===== src/rtl/ifu_fetch_q.sv =====
// Instruction fetch: PC register, up to MAX_OUTS in-flight ICB fetches, static branch prediction, IBUF_DEPTH-entry buffer.
// Latency rsp -> ifu_valid_o one cycle; fetch is credit-limited by buffer space so responses are never back-pressured.
module ifu_fetch_q #(
    parameter int                  PC_WIDTH   = 32,
    parameter logic [PC_WIDTH-1:0] RESET_PC   = 32'h8000_0000,
    parameter int                  IBUF_DEPTH = 4,
    parameter int                  MAX_OUTS   = 2
) (
    input  logic                clk_i,
    input  logic                rst_n_i,
    input  logic                flush_i,
    input  logic [PC_WIDTH-1:0] flush_pc_i,
    output logic                icb_cmd_valid_o,
    input  logic                icb_cmd_ready_i,
    output logic [PC_WIDTH-1:0] icb_cmd_addr_o,
    input  logic                icb_rsp_valid_i,
    output logic                icb_rsp_ready_o,
    input  logic                icb_rsp_err_i,
    input  logic [31:0]         icb_rsp_instr_i,
    output logic                ifu_valid_o,
    input  logic                ifu_ready_i,
    output logic [31:0]         ifu_instr_o,
    output logic [PC_WIDTH-1:0] ifu_pc_o,
    output logic                ifu_prdt_taken_o,
    output logic                ifu_bus_err_o,
    output logic                ifu_misalign_o
);

    localparam int OW = $clog2(MAX_OUTS + 1);
    localparam int CW = $clog2(IBUF_DEPTH + 1);
    localparam int IW = $clog2(IBUF_DEPTH);
    localparam int PW = (MAX_OUTS > 1) ? $clog2(MAX_OUTS) : 1;
    localparam int SW = CW + 1;

    typedef enum logic {S_RUN = 1'b0, S_HALT = 1'b1} state_t;

    typedef struct packed {
        logic [31:0]         instr;
        logic [PC_WIDTH-1:0] pc;
        logic                prdt;
        logic                err;
        logic                mis;
    } ent_t;

    state_t              state_q, state_d;
    logic [PC_WIDTH-1:0] fetch_pc_q, fetch_pc_d;
    logic [OW-1:0]       outs_q, outs_d, kill_q, kill_d;
    logic [PC_WIDTH-1:0] pcf_q [MAX_OUTS];
    logic [PW-1:0]       pcf_wr_q, pcf_rd_q;
    ent_t                ib_q [IBUF_DEPTH];
    logic [IW-1:0]       ib_wr_q, ib_rd_q;
    logic [CW-1:0]       ib_cnt_q;

    logic                run, aligned, cmd_hs, rsp_hs, live;
    logic                is_jal, is_bxx, prdt_tk, mis_push, ib_push, ib_pop;
    logic [PC_WIDTH-1:0] rsp_pc, j_imm, b_imm, tgt;
    ent_t                push_ent;

    function automatic logic [PW-1:0] pcf_inc(input logic [PW-1:0] p);
        return (p == PW'(MAX_OUTS - 1)) ? '0 : p + PW'(1);
    endfunction

    assign run     = (state_q == S_RUN);
    assign aligned = (fetch_pc_q[1:0] == 2'b00);

    // Buffer credit counts in-flight fetches too, so every response always has a slot.
    assign icb_cmd_valid_o = rst_n_i && run && !flush_i && aligned &&
                             (outs_q < OW'(MAX_OUTS)) &&
                             ((SW'(ib_cnt_q) + SW'(outs_q)) < SW'(IBUF_DEPTH));
    assign icb_cmd_addr_o  = fetch_pc_q;
    assign icb_rsp_ready_o = 1'b1;

    assign cmd_hs = icb_cmd_valid_o && icb_cmd_ready_i;
    assign rsp_hs = icb_rsp_valid_i;
    assign rsp_pc = pcf_q[pcf_rd_q];
    assign live   = rsp_hs && run && !flush_i && (kill_q == '0);
    assign outs_d = outs_q + OW'(cmd_hs) - OW'(rsp_hs);

    assign is_jal = (icb_rsp_instr_i[6:0] == 7'b1101111);
    assign is_bxx = (icb_rsp_instr_i[6:0] == 7'b1100011);
    assign j_imm  = PC_WIDTH'($signed({icb_rsp_instr_i[31], icb_rsp_instr_i[19:12], icb_rsp_instr_i[20],
                                        icb_rsp_instr_i[30:21], 1'b0}));
    assign b_imm  = PC_WIDTH'($signed({icb_rsp_instr_i[31], icb_rsp_instr_i[7], icb_rsp_instr_i[30:25],
                                        icb_rsp_instr_i[11:8], 1'b0}));
    assign tgt    = rsp_pc + (is_jal ? j_imm : b_imm);
    // Backward branches are predicted taken; jalr is never predicted.
    assign prdt_tk = live && !icb_rsp_err_i && (is_jal || (is_bxx && icb_rsp_instr_i[31]));

    assign mis_push = run && !flush_i && !aligned && (outs_q == '0) && (kill_q == '0) &&
                      (ib_cnt_q != CW'(IBUF_DEPTH));
    assign ib_push  = live || mis_push;
    assign ifu_valid_o = (ib_cnt_q != '0);
    assign ib_pop   = ifu_valid_o && ifu_ready_i && !flush_i;

    assign ifu_instr_o      = ib_q[ib_rd_q].instr;
    assign ifu_pc_o         = ib_q[ib_rd_q].pc;
    assign ifu_prdt_taken_o = ib_q[ib_rd_q].prdt;
    assign ifu_bus_err_o    = ib_q[ib_rd_q].err;
    assign ifu_misalign_o   = ib_q[ib_rd_q].mis;

    always_comb begin
        push_ent    = '0;
        push_ent.pc = rsp_pc;
        if (mis_push) begin
            push_ent.pc  = fetch_pc_q;
            push_ent.mis = 1'b1;
        end else if (icb_rsp_err_i) begin
            push_ent.err = 1'b1;
        end else begin
            push_ent.instr = icb_rsp_instr_i;
            push_ent.prdt  = prdt_tk;
        end
    end

    // Later assignments win: flush overrides error and redirect, which override sequential fetch.
    always_comb begin
        fetch_pc_d = fetch_pc_q;
        state_d    = state_q;
        kill_d     = kill_q;
        if (cmd_hs)
            fetch_pc_d = fetch_pc_q + PC_WIDTH'(4);
        if (rsp_hs && (kill_q != '0))
            kill_d = kill_q - OW'(1);
        if (prdt_tk) begin
            fetch_pc_d = tgt;
            kill_d     = outs_d;
        end
        if (live && icb_rsp_err_i) begin
            kill_d  = outs_d;
            state_d = S_HALT;
        end
        if (mis_push)
            state_d = S_HALT;
        if (flush_i) begin
            fetch_pc_d = flush_pc_i;
            state_d    = S_RUN;
            kill_d     = outs_d;
        end
    end

    always_ff @(posedge clk_i or negedge rst_n_i) begin
        if (!rst_n_i) begin
            state_q    <= S_RUN;
            fetch_pc_q <= RESET_PC;
            outs_q     <= '0;
            kill_q     <= '0;
            pcf_wr_q   <= '0;
            pcf_rd_q   <= '0;
            ib_wr_q    <= '0;
            ib_rd_q    <= '0;
            ib_cnt_q   <= '0;
            for (int i = 0; i < MAX_OUTS; i++)
                pcf_q[i] <= '0;
            for (int i = 0; i < IBUF_DEPTH; i++)
                ib_q[i] <= '0;
        end else begin
            state_q    <= state_d;
            fetch_pc_q <= fetch_pc_d;
            outs_q     <= outs_d;
            kill_q     <= kill_d;
            if (cmd_hs) begin
                pcf_q[pcf_wr_q] <= fetch_pc_q;
                pcf_wr_q        <= pcf_inc(pcf_wr_q);
            end
            if (rsp_hs)
                pcf_rd_q <= pcf_inc(pcf_rd_q);
            if (flush_i) begin
                ib_wr_q  <= '0;
                ib_rd_q  <= '0;
                ib_cnt_q <= '0;
            end else begin
                if (ib_push) begin
                    ib_q[ib_wr_q] <= push_ent;
                    ib_wr_q       <= ib_wr_q + IW'(1);
                end
                if (ib_pop)
                    ib_rd_q <= ib_rd_q + IW'(1);
                ib_cnt_q <= ib_cnt_q + CW'(ib_push) - CW'(ib_pop);
            end
        end
    end

endmodule


===== config.mk =====
export PLATFORM = sky130hd
export DESIGN_NAME = ifu_fetch_q
export DESIGN_NICKNAME = d
export VERILOG_FILES = /design/src/rtl/ifu_fetch_q.sv
export SDC_FILE = /design/constraint.sdc
export NUM_CORES = 1
export LEC_CHECK = 0
export CAP_MARGIN = 0
export CORE_MARGIN = 2
export CORE_UTILIZATION = 53
export DETAILED_ROUTE_END_ITERATION = 12
export GPL_ROUTABILITY_DRIVEN = 0
export PLACE_DENSITY = 0.77
export SLEW_MARGIN = 10
export SYNTH_ARGS = -nofsm -noshare
export SYNTH_HDL_FRONTEND = slang
export SYNTH_SLANG_ARGS = --single-unit

===== constraint.sdc =====
create_clock -name clk_i -period 3.2 [get_ports clk_i]
set_input_delay 0.48 -clock clk_i [delete_from_list [all_inputs] [get_ports clk_i]]
set_output_delay 0.48 -clock clk_i [all_outputs]
set_load 0.01 [all_outputs]

==> impl_metrics.py, run 1 <==
metrics = {
    "global_route": {
        "grt_usage": 0.283,
        "antenna_found_initial": 0,
        "grt_pass1_wl_um": 84600,
        "grt_pass1_vias": 15400,
        "grt_max_degree": 185,
        "overflow": 0,
    },
    "cts": {
        "clk_pin_slew_ns": 0.06,
        "hold_buffers": 0,
        "cts_buffer_depth": 3,
        "cts_root_buf": "clkbuf_16",
        "numCtsBuffers": 41,
        "worst_skew_pair.late_latency_ns": 0.55,
        "cts_tree": "yes",
        "htree_levels": 2,
        "cts.sinks": 378,
    },
    "placed_design": {
        "hpwlAfterDp_um": 37000,
        "portBuffers": 171,
        "place_area_mm2": 0.0221,
        "place_inst": 2486,
        "post-place-ws_ns": -1.04,
    },
    "setup_path": {
        "arrival_ns": 3.73,
        "crit_type": "in -> reg",
        "path_max_fanout": 4,
        "cp-start-kind": "input port",
        "end_kind": "flip-flop",
        "required_ns": 3.67,
    },
    "timing": {
        "finClkSkew_ns": 0.0173,
        "rsz0062_at_grt": "yes",
        "maxSlewHeadroom": 0.351,
        "setup_viol": 3,
        "fin_crit_sh": 1.02,
        "worst_slew_pin_slew_ns": 0.973,
        "finalHoldViolCount": 0,
        "min_period_ns": 3.26,
        "tns_ns": -0.0644,
        "slew_violations": 0,
        "whs_ns": 0.0332,
        "timing.final.ws_setup_ns": -0.0565,
        "fmax_mhz": 307,
    },
    "power_and_ir_drop": {
        "p_leak_nw": 10.8,
        "finalPower_mw": 19.3,
        "powerDensity_mw_per_mm2": 813,
        "peakVddDrop_v": 0.000470,
    },
    "logic_synthesis": {
        "ys_warn_count": 0,
        "yosys.area_share.xor_xnor": 0.0197,
        "ys_ff_latch": 378,
        "muxShareOfSynthArea": 0.157,
        "seq_area_frac_synth": 0.494,
        "synth_edf_count": 0,
        "synth_area_mm2": 0.0191,
        "synth.avg_cell_area_um2": 10.3,
        "synth_top_family_by_area": "multiplexers",
        "synthFlopType": "dfrtp_1",
        "syn-num-nets": 1974,
        "synth_cells": 1857,
        "yosys.area_share.adder": 0.0309,
        "synth_compound_area_frac": 0.142,
        "post_synth_num_cell_types": 67,
        "async_flop_share": 1.00,
        "synth-simple-area-share": 0.124,
    },
    "route": {
        "drc": 0,
        "routedWlPerCell_um": 21.0,
        "postRouteAntennaNets": 0,
        "vias": 15500,
        "drt-total-wl_um": 53900,
        "drt_iter0_markers": 1187,
        "vias_per_cell": 6.05,
        "dr.pass1.iters": 5,
    },
    "finish": {
        "nets": 2199,
        "postLayoutCoreUtil": 0.667,
        "final_area_mm2": 0.0237,
        "fill_cells": 2651,
        "drive_gt1_frac": 0.202,
        "finalNonFillerCells": 2571,
        "num_antenna_cells": 0,
        "area_growth_pct": 24.1,
    },
    "flow_run": {
        "drv_cap": 0,
    },
    "floorplanning": {
        "chipWidth_um": 194,
        "io_pins": 173,
        "rows": 69,
        "coreArea_mm2": 0.0356,
        "die_area_mm2": 0.0376,
        "initial_core_util": 0.538,
        "die_h_um": 194,
    },
    "outcome": {
        "outcome": "finished, violations left",
        "violations": "negative setup slack",
    },
    "worst_hold_path": {
        "hp-class": "in -> async",
    },
}
## metal layers
layer	share of wire	GRT usage
met1	0.43	0.419
met3	0.082	0.0456
met4	0.021	0.0696
met5	0	0
met2	0.46	0.441
## repair_timing
action | in CTS | in global routing
endpoints found under the setup margin | 24 | 18
gates cloned | 0 | 0
buffers inserted | 8 | 7
pin swaps | 20 | 29
gates resized for setup | 32 | 35
## sequential cells by signal, summed over array words and instances, names as in the netlist
signal	cells
outs_q	2
ib_cnt_q	3
kill_q	2
pcf_wr_q	1
pcf_rd_q	1
icb_cmd_addr_o	32
pcf_q	64
state_q	1
ib_q	268
ib_wr_q	2
ib_rd_q	2
## cell usage in the layout, fill, tap and decap left out, types with 7 or more instances in the layout
cell / count
nand2_1: 365
buf_6: 8
nand3_1: 27
and2_1: 9
clkbuf_16: 41
a21oi_1: 63
a211oi_1: 10
clkbuf_8: 10
nand4_1: 10
o211ai_1: 10
dfrtp_1: 374
nor2_1: 55
buf_4: 125
a21o_1: 26
and3_1: 20
o21ai_0: 300
clkbuf_1: 9
mux2_2: 94
clkdlybuf4s50_1: 162
nor3_1: 19
mux4_2: 67
mux2i_1: 40
ha_1: 39
xnor2_1: 24
or3_1: 8
inv_1: 19
o21ai_1: 7
buf_12: 12
o21a_1: 8
xor2_1: 17
## final cells by class
type                       instances  area [um^2]  share of cell area
sequential                       378         9470               0.399
multi-input combinational       1328         9380               0.395
timing repair buffer             314         2950               0.124
clock buffer                      60         1200              0.0504
tap                              461          577              0.0243
clock inverter                    11         96.3             0.00406
inverter                          19         71.3             0.00300
## worst paths after layout
path | from | end | slack, ns | cells past startpoint
min | rst_n_i | ib_q[58] | 0.03 | 2
max in group asynchronous | rst_n_i | ib_rd_q[0] | 1.62 | 3
min in group clk_i | flush_i | ib_cnt_q[1] | 0.22 | 2
max reg2reg | pcf_rd_q | icb_cmd_addr_o[31] | 0.02 | 12
min reg2reg | ib_q[105] | ib_q[105] | 0.48 | 2
max | icb_rsp_instr_i[4] | icb_cmd_addr_o[31] | -0.06 | 17
## where the power goes
group          switching [mW]  internal [mW]  total, mW
Combinational            4.08           4.01       8.09
Clock                    1.92           2.67       4.60
Sequential              0.754           5.87       6.62
## cell families after synthesis
family	count (synthesis)
xor+xnor	43
simple gates	551
fa+ha+maj	46
other cells	1
buf+inv	151
mux	205
flops	378
compound gates	482
## critical path, stage by stage
cell and delay (ns):
buf_6 0.09, nor2b_1 0.11, nand4_1 0.16, buf_4 0.20
nor2_4 0.21, buf_6 0.14, mux2_4 0.31, ha_4 0.27
nand2_2 0.06, o211ai_1 0.28, a21oi_2 0.15, buf_4 0.16
a2111oi_4 0.39, buf_4 0.21, a211oi_4 0.04, o41a_1 0.30
o21ai_1 0.14
## cells in the mapped netlist (14+ instances only)
cell | number | area, um^2
a211oi_1 | 14 | 105
a21o_1 | 26 | 195
a21oi_1 | 67 | 335
and3_1 | 20 | 125
buf_1 | 14 | 52.6
clkbuf_1 | 99 | 372
dfrtp_1 | 377 | 9430
ha_1 | 44 | 551
inv_1 | 19 | 71.3
mux2_2 | 98 | 1100
mux2i_1 | 40 | 400
mux4_2 | 67 | 1510
nand2_1 | 371 | 1390
nand3_1 | 29 | 145
nor2_1 | 57 | 214
nor3_1 | 19 | 95.1
o21ai_0 | 312 | 1560
xnor2_1 | 26 | 228
xor2_1 | 17 | 149
Note: power is estimated with default switching activity, not from simulation.
==> run 2, diff against run 1 <==
- PLACE_DENSITY: 0.77 -> default
- PLACE_DENSITY_LB_ADDON: default -> 0.1
==> run 2 against run 1 <==
The flow now finishes without violations; critical path depth is the same; routed wire length fell by 2.1%; die area unchanged; first-iteration DRC count fell by 17%; worst setup slack improved by 0.069 ns; combinational power down 2.5%; sequential power about the same; sequential share of layout area rose by 0.14 points; global-route usage fell by 0.30 points; worst hold slack better by 0.24 ns; critical endpoint is now icb_cmd_addr_o[17].
==> impl_metrics.py, run 2 (same netlist as run 1, synthesis figures left out) <==
metrics = {
    "placed_design": {
        "place_inst": 2501,
        "place_area_mm2": 0.0222,
        "portBuffers": 171,
        "post-place-ws_ns": -1.03,
        "hpwlAfterDp_um": 36200,
    },
    "finish": {
        "num_antenna_cells": 0,
        "area_growth_pct": 23.6,
        "finalNonFillerCells": 2580,
        "largest-register": "ib_q",
        "final_area_mm2": 0.0237,
        "largest_register_ffs": 268,
        "fill_cells": 2895,
        "nets": 2205,
        "layout_commonest_cell": "dfrtp_1",
        "drive_gt1_frac": 0.200,
        "most-common-layout-cells": "dfrtp_1, nand2_1, o21ai_0, clkdlybuf4s50_1, buf_4",
    },
    "cts": {
        "cts.sinks": 378,
        "htree_levels": 2,
        "cts_buffer_depth": 3,
        "numCtsBuffers": 41,
        "cts_tree": "yes",
        "clk_pin_slew_ns": 0.06,
        "cts_root_buf": "clkbuf_16",
        "worst_skew_pair.late_latency_ns": 0.54,
    },
    "route": {
        "dr.pass1.iters": 5,
        "drt-total-wl_um": 52800,
        "drc": 0,
        "vias": 15200,
        "vias_per_cell": 5.88,
        "drt_iter0_markers": 984,
        "postRouteAntennaNets": 0,
        "routedWlPerCell_um": 20.4,
    },
    "floorplanning": {
        "chipWidth_um": 194,
        "io_pins": 173,
        "coreArea_mm2": 0.0356,
        "rows": 69,
        "die_area_mm2": 0.0376,
        "die_h_um": 194,
        "initial_core_util": 0.538,
    },
    "global_route": {
        "grt_pass1_wl_um": 83400,
        "grt_max_degree": 148,
        "grt_usage": 0.280,
        "overflow": 0,
        "grt_pass1_vias": 14900,
        "antenna_found_initial": 0,
    },
    "timing": {
        "min_period_ns": 3.19,
        "maxSlewHeadroom": 0.392,
        "slew_violations": 0,
        "worst_slew_pin_slew_ns": 0.912,
        "fin_crit_sh": 0.996,
        "rsz0062_at_grt": "yes",
        "fmax_mhz": 314,
        "timing.final.ws_setup_ns": 0.0123,
        "whs_ns": 0.274,
        "finalHoldViolCount": 0,
        "setup_viol": 0,
        "finClkSkew_ns": 0.0131,
    },
    "power_and_ir_drop": {
        "power_frac_comb": 0.414,
        "switching_share": 0.344,
        "powerDensity_mw_per_mm2": 806,
        "seqPwrFrac": 0.345,
        "p_leak_nw": 10.8,
        "power.switching_mw": 6.56,
        "finalPower_mw": 19.1,
        "peakVddDrop_v": 0.000434,
        "p_clk_frac": 0.241,
        "p_int_mw": 12.5,
    },
    "setup_path": {
        "required_ns": 3.61,
        "slowest_stage": "fa_2",
        "crit_type": "in -> reg",
        "path_max_fanout": 5,
        "critPathBufInv": 3,
        "cp_slowest_stage_delay_ns": 0.37,
        "cp-start-kind": "input port",
        "end_kind": "flip-flop",
        "cp_cell_sequence": "buf_6, nor2b_4, nand4_1, buf_4, nor2_4, mux2_4, ha_4, fa_2, a21oi_4, o211ai_1, a21oi_2, buf_6, a21oi_4, a21bo_2, a21oi_2, xnor2_1, a221o_1",
        "arrival_ns": 3.60,
        "crit_family": "compound AO/OA/AOI/OAI gates",
    },
    "worst_hold_path": {
        "hp-class": "in -> reg",
    },
    "flow_run": {
        "drv_cap": 0,
    },
    "outcome": {
        "outcome": "complete, no violations",
    },
}
[run 2: cell types whose count changed in the layout (fill, tap and decap cells not counted), sizes merged]
cell	change
clkinvlp	-2
dlygate4sd3	+1
buf	+5
clkbuf	+6
clkdlybuf4s15	-1
[run 2: through the flow]
| stage | setup TNS (ns) | util |
|---|---|---|
| finish | 0 | 0.665 |
| global route | -0.331 | 0.665 |
| CTS | 0 | 0.662 |
| detailed placement | -23.17 | 0.624 |
| global placement | -21.76 | 0.624 |
| floorplan | -0.682 | - |
[run 2: final cells by class]
class                           count  area (um^2)  area share
Clock inverter                      9         77.6     0.00328
Tap cell                          461          577      0.0244
Sequential cell                   378         9470       0.400
Timing Repair Buffer              320         2940       0.124
Clock buffer                       65         1230      0.0518
Multi-Input combinational cell   1328         9300       0.393
Inverter                           19         71.3     0.00301
[run 2: what timing repair did]
action,CTS,global route
hold buffers,1,0
endpoints found under the setup margin,25,16
pin swaps,15,19
hold endpoints to repair,6,0
gates cloned,0,0
setup buffers,2,2
resized for setup,27,23
[run 2: routing by layer]
metal | wire (um) | GRT usage
met5 | 0 | 0
met4 | 995 | 0.0671
met3 | 3840 | 0.0440
met2 | 24100 | 0.437
met1 | 23900 | 0.415
[run 2: worst min-delay path, delay by kind of cell]
kind,cells,cell delay [ns]
simple gates,1,0.10
compound gates,1,0.09
buf+inv,1,0.09
[run 2: power by group through the flow]
stage          logic [mW]  clock network [mW]  registers, mW
6_report             7.89                4.60           6.59
5_1_grt              8.59                4.87           6.72
4_1_cts              7.81                4.68           6.58
3_5_place_dp         7.70                   0           6.65
3_3_place_gp         7.56                   0           6.57
2_1_floorplan        4.68                   0           6.37
[run 2: path summary, 6_finish.rpt]
check | from | end | slack, ns | depth (start not counted)
max | icb_rsp_instr_i[4] | icb_cmd_addr_o[17] | 0.01 | 17
min | icb_rsp_instr_i[0] | ib_q[169] | 0.27 | 3
max reg2reg | pcf_rd_q | icb_cmd_addr_o[31] | 0.15 | 12
min reg2reg | ib_q[0] | ib_q[0] | 0.47 | 2
max in group asynchronous | rst_n_i | pcf_q[55] | 0.97 | 4
min in group asynchronous | rst_n_i | ib_q[262] | 0.33 | 2
